File: config.mk
export PLATFORM = sky130hd
export DESIGN_NAME = bmc_sweep_encoder_flat
export DESIGN_NICKNAME = d
export VERILOG_FILES = /design/src/rtl/bmc_sweep_encoder_if.sv /design/src/rtl/bmc_sweep_encoder.sv /design/src/flat_wrapper.sv
export SDC_FILE = /design/constraint.sdc
export NUM_CORES = 1
export LEC_CHECK = 0
export BUFFER_PORTS_ARGS = -buffer_cell sky130_fd_sc_hd__buf_2
export CORE_ASPECT_RATIO = 0.75
export CORE_UTILIZATION = 55
export DETAILED_ROUTE_END_ITERATION = 6
export GPL_TIMING_DRIVEN = 0
export PLACE_DENSITY = 0.84
export SLEW_MARGIN = 15
export SYNTH_ARGS = -nofsm -noshare
export SYNTH_HDL_FRONTEND = slang
export SYNTH_SLANG_ARGS = --single-unit
File: constraint.sdc
create_clock -name clk_25MHz -period 4.57 [get_ports clk_25MHz]
set_input_delay 0.2285 -clock clk_25MHz [delete_from_list [all_inputs] [get_ports clk_25MHz]]
set_output_delay 0.2285 -clock clk_25MHz [all_outputs]
set_load 0.02 [all_outputs]
File: src/rtl/bmc_sweep_encoder_if.sv
// Word/handshake bundle between a BMC encoder and whatever feeds or consumes it.
// The master side supplies the word and start request; the slave side returns status and the line.
interface bmc_sweep_encoder_if #(
  parameter int WORD_BITS = 17
);
  logic [WORD_BITS-1:0] word_in;
  logic                 start;
  logic                 busy;
  logic                 done;
  logic                 envelop_out;
  logic                 data_out;

  modport master (
    output word_in, start,
    input  busy, done, envelop_out, data_out
  );

  modport slave (
    input  word_in, start,
    output busy, done, envelop_out, data_out
  );
endinterface

File: src/rtl/bmc_sweep_encoder.sv
// Biphase-mark serializer: latches one word on start and sends it MSB-first,
// HALF_BIT_CYCLES clocks per half-bit, framed by envelop_out and followed by a one-bit tail.
module bmc_sweep_encoder #(
  parameter int HALF_BIT_CYCLES = 8,
  parameter int WORD_BITS       = 17
) (
  input  logic              clk_25MHz,
  input  logic              reset_n,
  bmc_sweep_encoder_if.slave bus
);

  localparam int CNT_W = $clog2(2 * HALF_BIT_CYCLES);
  localparam int IDX_W = (WORD_BITS > 1) ? $clog2(WORD_BITS) : 1;

  localparam logic [CNT_W-1:0] CNT_MID  = CNT_W'(HALF_BIT_CYCLES - 1);
  localparam logic [CNT_W-1:0] CNT_LAST = CNT_W'(2 * HALF_BIT_CYCLES - 1);
  localparam logic [IDX_W-1:0] IDX_MSB  = IDX_W'(WORD_BITS - 1);

  typedef enum logic [1:0] {
    S_IDLE,
    S_BITS,
    S_TAIL
  } state_t;

  state_t               r_state;
  logic [WORD_BITS-1:0] r_shift;
  logic [CNT_W-1:0]     r_cnt;
  logic [IDX_W-1:0]     r_idx;
  logic                 r_data;
  logic                 r_envelop;
  logic                 r_busy;
  logic                 r_done;

  // The bit on the line is always the MSB of the shift register.
  logic w_cur_bit;
  assign w_cur_bit = r_shift[WORD_BITS-1];

  // NOTE: state uses non-blocking assignments so every branch reads the pre-edge
  // values; blocking here would let a toggle computed early leak into later tests.
  always_ff @(posedge clk_25MHz or negedge reset_n) begin
    if (!reset_n) begin
      r_state   <= S_IDLE;
      r_shift   <= '0;
      r_cnt     <= '0;
      r_idx     <= '0;
      r_data    <= 1'b0;
      r_envelop <= 1'b0;
      r_busy    <= 1'b0;
      r_done    <= 1'b0;
    end else begin
      r_done <= 1'b0;
      case (r_state)
        S_IDLE: begin
          if (bus.start) begin
            r_shift   <= bus.word_in;
            r_cnt     <= '0;
            r_idx     <= IDX_MSB;
            r_data    <= ~r_data;
            r_envelop <= 1'b1;
            r_busy    <= 1'b1;
            r_state   <= S_BITS;
          end
        end

        S_BITS: begin
          r_cnt <= r_cnt + 1'b1;
          if (r_cnt == CNT_MID) begin
            if (w_cur_bit) r_data <= ~r_data;
          end else if (r_cnt == CNT_LAST) begin
            r_data <= ~r_data;
            r_cnt  <= '0;
            if (r_idx != '0) begin
              r_idx   <= r_idx - 1'b1;
              r_shift <= {r_shift[WORD_BITS-2:0], 1'b0};
            end else begin
              r_state <= S_TAIL;
            end
          end
        end

        S_TAIL: begin
          r_cnt <= r_cnt + 1'b1;
          // The line parks at 0 so the next leading transition is always 0->1.
          if (r_cnt == CNT_LAST) begin
            r_cnt     <= '0;
            r_data    <= 1'b0;
            r_envelop <= 1'b0;
            r_busy    <= 1'b0;
            r_done    <= 1'b1;
            r_state   <= S_IDLE;
          end
        end

        default: r_state <= S_IDLE;
      endcase
    end
  end

  assign bus.data_out    = r_data;
  assign bus.envelop_out = r_envelop;
  assign bus.busy        = r_busy;
  assign bus.done        = r_done;

endmodule
File: src/flat_wrapper.sv
// flat-port wrapper written by rule: the top's interface ports become plain ports
module bmc_sweep_encoder_flat 
#(
  parameter int HALF_BIT_CYCLES = 8,
  parameter int WORD_BITS       = 17
)
  (clk_25MHz, reset_n, bus_word_in, bus_start, bus_busy, bus_done, bus_envelop_out, bus_data_out);
  bmc_sweep_encoder_if #(.WORD_BITS(WORD_BITS)) bus_i ();
  input  logic clk_25MHz;
  input  logic reset_n;
  input wire logic [$bits(bus_i.word_in)-1:0] bus_word_in;
  input wire logic [$bits(bus_i.start)-1:0] bus_start;
  output wire logic [$bits(bus_i.busy)-1:0] bus_busy;
  output wire logic [$bits(bus_i.done)-1:0] bus_done;
  output wire logic [$bits(bus_i.envelop_out)-1:0] bus_envelop_out;
  output wire logic [$bits(bus_i.data_out)-1:0] bus_data_out;
  assign bus_i.word_in = bus_word_in;
  assign bus_i.start = bus_start;
  assign bus_busy = bus_i.busy;
  assign bus_done = bus_i.done;
  assign bus_envelop_out = bus_i.envelop_out;
  assign bus_data_out = bus_i.data_out;
  bmc_sweep_encoder #(.HALF_BIT_CYCLES(HALF_BIT_CYCLES), .WORD_BITS(WORD_BITS)) u_core (.clk_25MHz(clk_25MHz), .reset_n(reset_n), .bus(bus_i));
endmodule
==> flow_summary.yaml, run 1 <==
global_routing:
  use_met1: 0.326
  grt_antenna_before_repair: 0
  overflow: 0
  grt_max_degree: 32
  grt.total_usage: 0.245
  grt_pass1_wl_um: 5730
  top_usage_layer: "met2"
  grt_use_met3: 0.0864
  grt_pass1_vias: 1215
  gr-usage-met2: 0.372
sta:
  finalSetupViolCount: 0
  finalHoldViolCount: 0
  min_period_ps: 1900
  maxSlewViolCount: 0
  setup_tns_ps: 0
  min_period_over_period: 0.416
  maxSlewHeadroom: 0.555
  tightest_slew_ps: 668
  skew_ps: 5.60
  fmax_mhz: 526
  grt_setup_unrepaired: "no"
logic_synthesis:
  ys_seq_area_frac: 0.480
  ys_ff_latch: 31
  synth.distinct_cells: 33
  netlist_top_cells_count: "31 x dfrtp_1, 19 x nor2_1, 17 x a21oi_2, 16 x o22ai_1"
  synth_top_area_frac: 0.480
  synth_edf_count: 0
  synth_warnings: 0
  yosys.cell_count.top_type: "dfrtp_1"
  synth_area_per_cell_um2: 10.2
  synth_area_leader_cell: "dfrtp_1"
  syn-num-nets: 186
  netlist_instances: 159
  synth-async-reset-ratio: 1.00
  synthTopCellsByArea: "dfrtp_1 48%, a21oi_2 9.2%, o22ai_1 6.2%"
  syn-cell-area_mm2: 0.00162
  synthFlopType: "dfrtp_1"
job:
  drv_cap: 0
power_and_ir_drop:
  power_density_mw_per_mm2: 545
  p_sw_frac: 0.351
  power.clock.fraction: 0.231
  p_seq_frac: 0.421
  leakage_nw: 0.850
  max-vdd-ir-drop_v: 0.000288
  power_mw: 1.03
  p_sw_uw: 361
  p_int_uw: 668
  p_comb_frac: 0.347
cts:
  cts_tree: "yes"
  post_cts_buffers: 0
  cts_sinks: 31
  cts_buffers: 5
  cts-root-buf: "clkbuf_8"
  path_clk_slew_ps: 60
  cts_buffer_depth: 2
  cts_resized: 0
  htree_levels: 2
  clk_latency_ps: 290
setup_path:
  r2r-end: "u_core.r_shift[1]"
  crit_required_ps: 4740
  crit_chain: "inv_1 > ha_1 > nand2_1 > or2_2 > clkbuf_1 > o22ai_1 > a21oi_2"
  endpoint: "u_core.r_shift[1]"
  max_stage_delay_ps: 430
  cp-start-kind: "register"
  cp_max_fo: 10
  reg2regPathDepth: 7
  rrSetupSlack_ps: 2670
  timing.rr.start: "u_core.r_state[0]"
  critPathSlowestCell: "dfrtp_1"
  crit_path_end_kind: "register"
  cp-startpoint: "u_core.r_state[0]"
  critical_path_class: "reg2reg"
  cp_data_arrival_time_ps: 2070
die:
  row_count: 16
  core_area_mm2: 0.00270
  die_w_um: 64.6
  io_pins: 24
  die_h_um: 49.0
  die_area_mm2: 0.00316
  initial_core_util: 0.598
placed_design:
  dp.cells: 218
  dpl-instance-area_mm2: 0.00178
  hpwl_um: 2470
  place_congestion: 0.848
  place.port_buffers: 23
cells_and_area:
  num-fill-cells: 206
  multi_input_area_um2: 748
  fin_cells: 227
  nNetsFinal: 217
  drive_gt1_frac: 0.309
  area_growth_pct: 16.7
  diodes: 0
  design_area_mm2: 0.00189
  regArea_um2: 776
min_path:
  hold_class: "in2reg"
routing:
  antenna_left: 0
  first_pass_iters: 5
  avgRoutedWirePerCell_um: 15.2
  via_per_inst: 5.71
  drc: 0
  drt_iter0_drc: 140
  vias: 1297
  routed_wl_um: 3440
run_status:
  status: "finished, final reports clean"
-- placed cells by master, fill, tap and decap left out, types with 2 or more instances in the layout --
| cell type | netlist | final |
|---|---|---|
| clkbuf_8 | 0 | 7 |
| o22ai_1 | 16 | 16 |
| a22o_1 | 3 | 3 |
| o21ai_0 | 8 | 8 |
| dfrtp_1 | 31 | 31 |
| nor4_1 | 2 | 2 |
| nor2b_1 | 2 | 2 |
| nor3_1 | 3 | 3 |
| o31ai_1 | 2 | 2 |
| nand2b_1 | 2 | 2 |
| nor2_1 | 19 | 19 |
| a21oi_1 | 4 | 4 |
| inv_1 | 5 | 5 |
| nand3_1 | 7 | 7 |
| o211ai_1 | 2 | 2 |
| ha_1 | 7 | 7 |
| or3_1 | 2 | 2 |
| a21oi_2 | 17 | 17 |
| buf_2 | 2 | 25 |
| nand2_1 | 8 | 8 |
| buf_8 | 2 | 2 |
| clkbuf_1 | 2 | 3 |
| buf_4 | 2 | 2 |
-- how the worst min path moves through the flow --
stage          cells after the start      startpoint  slack, ps                endpoint
3_3_place_gp                       1         reset_n        300  u_core.bus.envelop_out
5_1_grt                            3  bus_word_in[0]        150       u_core.r_shift[0]
2_1_floorplan                      0         reset_n        -70     u_core.bus.data_out
3_5_place_dp                       1         reset_n        300         u_core.r_idx[2]
4_1_cts                            3  bus_word_in[0]        140       u_core.r_shift[0]
6_report                           3  bus_word_in[0]        150       u_core.r_shift[0]
-- cells by family after synthesis --
kind of cell	after synthesis	synth area share
AO/OA/AOI/OAI	55	0.238
AND/OR/NAND/NOR	51	0.162
multiplexers	1	0.00929
adder cells (fa/ha/maj)	7	0.0542
buffers and inverters	14	0.0573
flip-flops	31	0.480
-- state kept, by name, indices dropped and copies added, names as in the netlist --
signal and flops:
u_core.r_idx 5, u_core.r_state 2, u_core.r_shift 17, u_core.bus.done 1, u_core.bus.data_out 1, u_core.r_cnt 4
u_core.bus.envelop_out 1
-- per-layer routing --
layer / routed length (um) / vias to the layer above
li1: - / 635
met1: 1630 / 623
met2: 1600 / 33
met3: 173 / 6
met4: 43 / 0
met5: 0 / -
-- power by group through the flow --
stage / registers, mW / logic (mW) / clock network, mW
global placement: 0.426 / 0.333 / 0
floorplan: 0.421 / 0.279 / 0
detailed placement: 0.436 / 0.352 / 0
CTS: 0.432 / 0.357 / 0.238
global route: 0.442 / 0.398 / 0.254
finish: 0.434 / 0.357 / 0.238
-- timing repair --
action,in CTS,in global routing
setup endpoints to repair,0,0
hold buffers,1,0
endpoints found under the hold margin,11,0
-- worst max-delay path, delay by kind of cell, from the launching register on --
kind / cells / cell delay (ps)
AO/OA/AOI/OAI: 2 / 320
adder cells (fa/ha/maj): 1 / 240
buffers and inverters: 2 / 370
flip-flops: 1 / 430
AND/OR/NAND/NOR: 2 / 410
-- area by class of cell --
| type | instances | area share |
|---|---|---|
| buffer | 9 | 0.0391 |
| clock buffer | 8 | 0.0531 |
| inverter | 5 | 0.00995 |
| multi-input combinational | 114 | 0.397 |
| sequential | 31 | 0.411 |
| tap | 36 | 0.0239 |
| timing repair buffer | 24 | 0.0663 |
-- per-stage QoR --
stage	hold slack [ps]	setup slack, ps	utilization
2_1_floorplan	-67.1	2910	-
3_3_place_gp	295	2840	0.657
3_5_place_dp	301	2750	0.657
4_1_cts	144	2680	0.698
5_1_grt	146	2540	0.698
6_report	147	2670	0.698
(Power assumes the default switching activity.)
==> inputs of run 2 (changes only) <==
ABC_AREA = 1   (was unset)
clock period = 1.8 ns   (was 4.57 ns; I/O delays follow)
==> run 2 against run 1 <==
  * First-iteration DRC count decreased by 19%
  * Setup slack got worse by 2500 ps
  * Clock power increased by 130%
  * Final area increased by 8.0%
  * Clock-buffer cell count decreased by 2
  * Flip-flop and latch count unchanged
  * Area after synthesis increased by 9.8%
  * Die area increased by 9.5%
  * Critical path type unchanged
  * Critical endpoint is now u_core.r_shift[16]
  * Largest cell class is now multi-input gates
==> flow_summary.yaml, run 2 <==
run_status:
  status: "finished, final reports clean"
power_and_ir_drop:
  power.clock.fraction: 0.144
  leakage_nw: 1.17
  max-vdd-ir-drop_v: 0.000821
  p_comb_frac: 0.551
  p_sw_mw: 1.80
  p_seq_frac: 0.305
  power_density_mw_per_mm2: 1890
  p_sw_frac: 0.469
  p_int_mw: 2.04
cells_and_area:
  fin_util: 0.679
  final_cell_mix: "121 x nand2_1, 31 x dfrtp_1, 27 x buf_2"
  drive_gt1_frac: 0.185
  final_common_cell: "nand2_1"
  top_register: "u_core.r_shift"
  largest_reg_flops: 17
  diodes: 0
  nNetsFinal: 302
  top_regs: "u_core.r_shift: 17 flops, u_core.r_idx: 5 flops, u_core.r_cnt: 4 flops"
  area_growth_pct: 14.7
logic_synthesis:
  yosys.cell_count.top_type: "nand2_1"
  netlist_top_cells_count: "121 x nand2_1, 31 x dfrtp_1, 25 x nand3_1, 13 x nor2_1, 12 x inv_1"
  netlist_instances: 244
  synth_edf_count: 0
  synthTopCellsByArea: "dfrtp_1 44%, nand2_1 26%, nand3_1 7.0%"
  synth_area_per_cell_um2: 7.28
  synth-async-reset-ratio: 1.00
  ys_seq_area_frac: 0.437
  synth_area_leader_cell: "dfrtp_1"
  ys_ff_latch: 31
  synth.distinct_cells: 23
  synth_top_area_frac: 0.437
  syn-cell-area_mm2: 0.00178
  synthFlopType: "dfrtp_1"
  synth_warnings: 0
  syn-num-nets: 271
cts:
  htree_levels: 2
  cts_buffers: 5
  path_clk_slew_ps: 60
  post_cts_buffers: 0
  cts_buffer_depth: 2
  cts_tree: "yes"
  cts_sinks: 31
  cts-root-buf: "clkbuf_8"
  clk_latency_ps: 280
routing:
  antenna_left: 0
  drt_iter0_drc: 113
  via_per_inst: 5.15
  vias: 1611
  routed_wl_um: 3760
  drc: 0
  avgRoutedWirePerCell_um: 12.0
  first_pass_iters: 4
die:
  io_pins: 24
  die_w_um: 67.6
  row_count: 17
  die_area_mm2: 0.00346
  die_h_um: 51.2
  initial_core_util: 0.592
  core_area_mm2: 0.00300
min_path:
  timing.hold.worst_path_depth: 3
  hold_class: "in2reg"
  hold_end: "u_core.r_shift[0]"
  hold_path_startpoint: "bus_word_in[0]"
setup_path:
  r2r-end: "u_core.r_shift[16]"
  cp-start-kind: "register"
  crit_chain: "inv_1 > ha_1 > inv_2 > nand2_1 > nand2_4 > buf_4 > nand3_1 > nand2_1"
  rrSetupSlack_ps: 140
  cp_num_buf_inv: 3
  critical-path-top-delay-family: "buffers and inverters"
  max_stage_delay_ps: 410
  cp_data_arrival_time_ps: 1840
  cp_max_fo: 10
  crit_path_end_kind: "register"
  timing.rr.start: "u_core.r_state[1]"
  critPathSlowestCell: "dfrtp_1"
  critical_path_class: "reg2reg"
  critical_path.most_common_cell: "nand2_1"
  reg2regPathDepth: 8
  crit_required_ps: 1980
sta:
  tightest_slew_ps: 675
  maxSlewHeadroom: 0.550
  fin_hold_ws_ps: 82.6
  fmax_mhz: 601
  min_period_ps: 1660
  maxSlewViolCount: 0
  grt_setup_unrepaired: "no"
  skew_ps: 6.92
  setup_tns_ps: 0
  min_period_over_period: 0.924
  finalSetupViolCount: 0
  finalHoldViolCount: 0
global_routing:
  grt_pass1_vias: 1393
  grt_max_degree: 32
  overflow: 0
  grt_pass1_wl_um: 6400
  grt.total_usage: 0.253
  grt_antenna_before_repair: 0
placed_design:
  place.port_buffers: 23
  place_congestion: 0.829
  hpwl_um: 2660
job:
  drv_cap: 0
[run 2: cell types whose count changed in the layout (fill, tap and decap cells not counted), moves of 3 or more]
cell and delta:
a21oi_1 -3, a21oi_2 -17, a22o_1 -3, clkbuf_1 -3, inv_1 +7, inv_2 +3, nand2_1 +113, nand3_1 +18
nand4_1 +5, nor2_1 -6, nor3_1 -3, o21ai_0 -6, o22ai_1 -16
[run 2: what timing repair did]
action,in CTS,in global routing
endpoints found under the hold margin,31,0
resized for setup,0,2
setup endpoints to repair,0,4
hold buffers,1,0
[run 2: area by class of cell]
type | count | area, um^2
clock buffers | 6 | 82.6
flip-flops and latches | 31 | 776
plain buffers | 10 | 70.1
fillers | 262 | 962
multi-input cells | 188 | 875
well taps | 38 | 47.5
repair buffers | 24 | 125
inverters | 15 | 56.3
clock inverters | 1 | 5.00
[run 2: worst reg2reg max path, delay by kind of cell, from the launching register on]
| kind | cells | cell delay [ps] |
|---|---|---|
| fa+ha+maj | 1 | 350 |
| buf+inv | 3 | 410 |
| flops | 1 | 410 |
| simple gates | 4 | 390 |
[run 2: kinds of logic after synthesis]
group	Yosys count	synth area share
flops	31	0.437
fa+ha+maj	7	0.0493
simple gates	171	0.403
buf+inv	25	0.0705
compound gates	8	0.0303
xor+xnor	2	0.00987
[run 2: metal layers]
layer	GRT usage	routed length (um)	share of wire	vias up
met5	0	0	0	-
met4	0.0851	49	0.013	0
met3	0.0603	182	0.048	7
met2	0.375	1680	0.45	36
met1	0.359	1850	0.49	745
li1	-	-	-	823
[run 2: worst max-delay path by stage]
stage / startpoint / to / slack, ps / cells after the start
6_report: u_core.r_state[1] / u_core.r_shift[16] / 140 / 8
4_1_cts: u_core.r_state[1] / u_core.r_shift[3] / 110 / 8
2_1_floorplan: u_core.r_state[1] / u_core.r_idx[4] / 380 / 8
5_1_grt: u_core.r_state[0] / u_core.bus.data_out / 3 / 8
3_3_place_gp: u_core.r_state[1] / u_core.r_shift[3] / 160 / 8
3_5_place_dp: u_core.r_state[1] / u_core.r_shift[3] / 150 / 8
[run 2: power by group through the flow]
stage / Combinational, mW / Sequential (mW) / Clock, mW
CTS: 2.11 / 1.16 / 0.554
floorplan: 1.62 / 1.16 / 0
global route: 2.42 / 1.21 / 0.588
global placement: 2.03 / 1.16 / 0
detailed placement: 2.11 / 1.17 / 0
finish: 2.12 / 1.17 / 0.553
[run 2: per-stage QoR]
step / worst slack, ps / power, mW / std cells / cell area [um^2]
after floorplan: 382 / 2.77 / 244 / 1780
after global placement: 162 / 3.19 / 305 / 1940
after detailed placement: 145 / 3.28 / 305 / 1940
after CTS: 108 / 3.83 / 313 / 2040
after global routing: 2.73 / 4.21 / 313 / 2040
final: 137 / 3.84 / 313 / 2040
